File: config.mk
export PLATFORM = sky130hd
export DESIGN_NAME = pc_tx_word_serialiser
export DESIGN_NICKNAME = d
export VERILOG_FILES = /design/src/rtl/pc_tx_word_serialiser.sv
export SDC_FILE = /design/constraint.sdc
export NUM_CORES = 1
export LEC_CHECK = 0
export BUFFER_PORTS_ARGS = -buffer_cell sky130_fd_sc_hd__buf_4
export CORE_MARGIN = 2
export CORE_UTILIZATION = 40
export CTS_CLUSTER_SIZE = 20
export DETAILED_ROUTE_END_ITERATION = 7
export HOLD_SLACK_MARGIN = 0.05
export PLACE_DENSITY_LB_ADDON = 0.05
export SLEW_MARGIN = 25
export SYNTH_ARGS = -nofsm -noshare
export SYNTH_HDL_FRONTEND = slang
export SYNTH_SLANG_ARGS = --single-unit
export TNS_END_PERCENT = 100
File: constraint.sdc
create_clock -name i_clock -period 3.7 [get_ports i_clock]
set_clock_uncertainty 0.2 [all_clocks]
set_input_delay 0.185 -clock i_clock [delete_from_list [all_inputs] [get_ports i_clock]]
set_output_delay 0.185 -clock i_clock [all_outputs]
set_load 0.05 [all_outputs]
File: src/rtl/pc_tx_word_serialiser.sv
// Word-to-UART serialiser: a 4-deep word FIFO feeding an 8N1 transmitter that
// sends each 32-bit word as four bytes, most significant byte first.
module pc_tx_word_serialiser #(
  parameter int CLKS_PER_BIT = 434
) (
  input  logic        i_clock,
  input  logic        i_reset,
  input  logic [31:0] i_data_word,
  input  logic        i_next_cmd,
  output logic        o_busy,
  output logic        o_tx,
  output logic        o_tx_active,
  output logic        o_word_done,
  output logic        o_overflow,
  output logic [2:0]  o_state
);

  localparam int BW = (CLKS_PER_BIT > 1) ? $clog2(CLKS_PER_BIT) : 1;
  localparam logic [BW-1:0] BAUD_LAST = BW'(CLKS_PER_BIT - 1);

  localparam logic [2:0] S_IDLE  = 3'd0;
  localparam logic [2:0] S_LOAD  = 3'd1;
  localparam logic [2:0] S_START = 3'd2;
  localparam logic [2:0] S_DATA  = 3'd3;
  localparam logic [2:0] S_STOP  = 3'd4;

  // Handshake: i_next_cmd is a write strobe with no ready. A strobe is taken
  // when the FIFO has room or is popped that cycle; otherwise it is dropped and
  // o_overflow latches. o_busy (count >= 3) asks the writer to stop early.
  logic [31:0]   mem [4];
  logic [1:0]    wr_ptr, rd_ptr;
  logic [2:0]    count, count_next;
  logic          push, pop;

  logic [2:0]    state;
  logic [31:0]   shreg;
  logic [1:0]    byte_idx;
  logic [2:0]    bit_idx;
  logic [BW-1:0] baud_cnt;
  logic [7:0]    cur_byte;
  logic          baud_last;

  assign pop       = (state == S_LOAD);
  assign push      = i_next_cmd && ((count != 3'd4) || pop);
  assign cur_byte  = shreg[{byte_idx, 3'b000} +: 8];
  assign baud_last = (baud_cnt == BAUD_LAST);

  always_comb begin
    count_next = count;
    if (push && !pop)
      count_next = count + 3'd1;
    else if (!push && pop)
      count_next = count - 3'd1;
  end

  always_ff @(posedge i_clock) begin
    if (push)
      mem[wr_ptr] <= i_data_word;
  end

  always_ff @(posedge i_clock or negedge i_reset) begin
    if (!i_reset) begin
      wr_ptr     <= 2'd0;
      rd_ptr     <= 2'd0;
      count      <= 3'd0;
      o_busy     <= 1'b0;
      o_overflow <= 1'b0;
    end else begin
      if (push) wr_ptr <= wr_ptr + 2'd1;
      if (pop)  rd_ptr <= rd_ptr + 2'd1;
      count  <= count_next;
      o_busy <= (count_next >= 3'd3);
      if (i_next_cmd && !push)
        o_overflow <= 1'b1;
    end
  end

  // o_tx is updated alongside each state change so the line is a plain flop.
  always_ff @(posedge i_clock or negedge i_reset) begin
    if (!i_reset) begin
      state       <= S_IDLE;
      shreg       <= 32'd0;
      byte_idx    <= 2'd0;
      bit_idx     <= 3'd0;
      baud_cnt    <= '0;
      o_tx        <= 1'b1;
      o_word_done <= 1'b0;
    end else begin
      o_word_done <= 1'b0;
      case (state)
        S_IDLE: begin
          o_tx <= 1'b1;
          if (count != 3'd0)
            state <= S_LOAD;
        end
        S_LOAD: begin
          shreg    <= mem[rd_ptr];
          byte_idx <= 2'd3;
          baud_cnt <= '0;
          o_tx     <= 1'b0;
          state    <= S_START;
        end
        S_START: begin
          if (baud_last) begin
            baud_cnt <= '0;
            bit_idx  <= 3'd0;
            o_tx     <= cur_byte[0];
            state    <= S_DATA;
          end else begin
            baud_cnt <= baud_cnt + 1'b1;
          end
        end
        S_DATA: begin
          if (baud_last) begin
            baud_cnt <= '0;
            if (bit_idx == 3'd7) begin
              o_tx  <= 1'b1;
              state <= S_STOP;
            end else begin
              bit_idx <= bit_idx + 3'd1;
              o_tx    <= cur_byte[bit_idx + 3'd1];
            end
          end else begin
            baud_cnt <= baud_cnt + 1'b1;
          end
        end
        S_STOP: begin
          if (baud_last) begin
            baud_cnt <= '0;
            if (byte_idx != 2'd0) begin
              byte_idx <= byte_idx - 2'd1;
              o_tx     <= 1'b0;
              state    <= S_START;
            end else begin
              o_word_done <= 1'b1;
              o_tx        <= 1'b1;
              state       <= (count != 3'd0) ? S_LOAD : S_IDLE;
            end
          end else begin
            baud_cnt <= baud_cnt + 1'b1;
          end
        end
        default: begin
          o_tx  <= 1'b1;
          state <= S_IDLE;
        end
      endcase
    end
  end

  assign o_tx_active = (state != S_IDLE);
  assign o_state     = state;

endmodule

==> impl_metrics.toml <==
[run_status]
status = "finished clean"

[routing]
wire_per_inst_um = 17.2
ant_nets = 0
drc = 0
drt_pass1_iterations = 4
first_iter_violations = 299
vias_per_cell = 5.03
routed_wl_um = 15000
vias = 4375

[floorplan]
num_rows = 50
fp.dieH_um = 143
start_util = 0.411
ioPinCount = 43
die_width_um = 143
core_mm2 = 0.0188
die-area_mm2 = 0.0205

[clocking]
cts_tree = "yes"
clock_path_buffers = 2
clock_latency_ns = 0.43
cts_root_buf = "clkbuf_16"
cts.sinks = 188
cts_made_buffers = 17
htree_levels = 4
clkTransAtPathRegs_ns = 0.07
cts_setup_buffers = 0

[synth]
netlist_area_mm2 = 0.00775
ys_ff_latch = 188
ys.flop_type = "edfxtp_1"
syn_nets = 561
yosysSeqAreaShare = 0.690
synth_cell_type_count = 55
syn_inst = 514
yosysTopAreaCellShare = 0.496
synthTopCellsByArea = "edfxtp_1 (50%), dfrtp_1 (19%), mux4_2 (10%)"
synth_warnings = 0
synth_top_cell_by_area = "edfxtp_1"
async_flop_share = 0.319
synth_edf_count = 128
syn_area_per_cell_um2 = 15.1

[timing]
finalSetupTns_ns = 0
report.final.slew_viol_count = 0
setup_viol = 0
hold_slack_ns = 0.170
tightest_slew_ns = 0.784
rsz0062_at_grt = "no"
finalCritPeriodShare = 0.655
fin_ws_ns = 1.28
hold_viol = 0
min_period_ns = 2.42
max_freq_mhz = 413
relSlewSlack = 0.477

[cells_and_area]
ff_latch_area_mm2 = 0.00535
drive_gt1_frac = 0.212
nFillCells = 1626
area.growth.synth_to_final_pct = 20.2
finalNetCount = 643
multi_input_area_mm2 = 0.00227
final_area_mm2 = 0.00931
layout_commonest_cell = "edfxtp_1"
layout_common_cells = "edfxtp_1 (128), nand2_1 (120), dfrtp_1 (58)"
diodes = 0

[critical_path]
critPathMaxFanout = 14
cp.arrival_ns = 2.58
r2r_end = "o_tx"
crit_chain = "mux4_2 > and3_4 > a2111oi_4 > o2111ai_1 > o311a_1"
r2r_start = "byte_idx[0]"
worstSetupStartpointType = "register"
slowest_stage = "dfrtp_1"
crit_type = "reg2reg"
cp.required_ns = 3.85
reg2regPathDepth = 5
rrSetupSlack_ns = 1.28
cp_slowest_stage_delay_ns = 0.71
endpoint_kind = "register"

[grt]
antenna_found_initial = 0
grt_pass1_wl_um = 24600
grt_max_degree = 61
grt_pass1_vias = 4489
grt-ovfl-total = 0
grt_use_total = 0.160

[worst_hold_path]
hold_path.class = "in2async"

[place]
place_ws_ns = 1.18
globalplace.congestion = 0.805
dpl.hpwl_um = 9390
port_buffers = 42
place_area_mm2 = 0.00837

[run]
drv_cap = 0

[power]
power.leakage_nw = 3.57
power.density_mw_per_mm2 = 712
vdd_drop_max_mv = 0.317
==> final cells by class <==
cell class | instances | area share
Timing Repair Buffer | 87 | 0.0793
Multi-Input combinational cell | 291 | 0.243
Inverter | 11 | 0.00443
Sequential cell | 188 | 0.574
Clock inverter | 14 | 0.0176
Tap cell | 260 | 0.0349
Clock buffer | 18 | 0.0461
==> report_power, final <==
group          leakage [nW]  internal, mW  switching, mW
clock network         0.286         0.969          0.852
registers              1.90          2.83          0.326
logic                  1.38         0.815          0.840
==> sequential cells by signal (all words and copies together), names as in the netlist <==
signal	count
baud_cnt	9
o_tx	1
shreg	32
o_word_done	1
rd_ptr	2
count	3
wr_ptr	2
mem	128
bit_idx	3
o_overflow	1
o_busy	1
o_state	3
byte_idx	2
==> cells by family after synthesis <==
logic type      after synthesis  synth area share
simple gates                178             0.104
fa+ha+maj                    12            0.0194
buf+inv                      35            0.0191
flops                       188             0.690
compound gates               53            0.0478
mux                          42             0.113
xor+xnor                      6           0.00678
==> worst max-delay path, delay by kind of cell, from the launching register on <==
family	cells	cell delay, ns
AO/OA/AOI/OAI	3	0.67
flip-flops	1	0.71
multiplexers	1	0.57
AND/OR/NAND/NOR	1	0.20
==> cells in the mapped netlist, types with 3 or more instances <==
cell        n
nand2_1   120
and3_1      3
nand3_1     9
xnor2_1     4
mux2i_1     5
and2_1      7
nand2b_1    3
a21oi_1     5
clkbuf_1   15
ha_1       12
inv_1      11
o21ai_1     4
edfxtp_1  128
o22a_1      3
a31oi_1     4
mux4_2     35
o21ai_0    17
nor2_1     12
nor2b_1     4
nand4_1     4
dfrtp_1    59
buf_2       7
==> metal layers <==
metal	global-route usage	vias to the layer above	wire length [µm]
met2	0.261	59	7530
met4	0.0469	0	164
li1	-	2068	-
met5	0	-	0
met1	0.217	2236	6890
met3	0.0362	12	402
==> timing repair <==
item,CTS,global route
hold buffers,34,0
setup endpoints to repair,0,0
gates resized for setup,0,0
endpoints found under the hold margin,194,0
==> worst max-delay path by stage <==
stage	start	to	depth (start not counted)	slack, ns
2_1_floorplan	o_state[2]	mem[0][0]	4	0.78
3_3_place_gp	o_state[2]	o_state[0]	5	1.28
3_5_place_dp	o_state[2]	o_state[0]	5	1.18
4_1_cts	o_state[2]	o_state[0]	5	1.17
5_1_grt	byte_idx[0]	o_tx	5	1.18
6_report	byte_idx[0]	o_tx	5	1.28
==> through the flow <==
step | std cells | power [mW] | utilization
floorplan | 514 | 4.34 | -
global placement | 803 | 4.84 | 0.445
detailed placement | 803 | 4.89 | 0.445
CTS | 869 | 6.76 | 0.494
global route | 869 | 7.04 | 0.495
finish | 869 | 6.63 | 0.495
No activity file was read; power rests on OpenSTA's default activity.
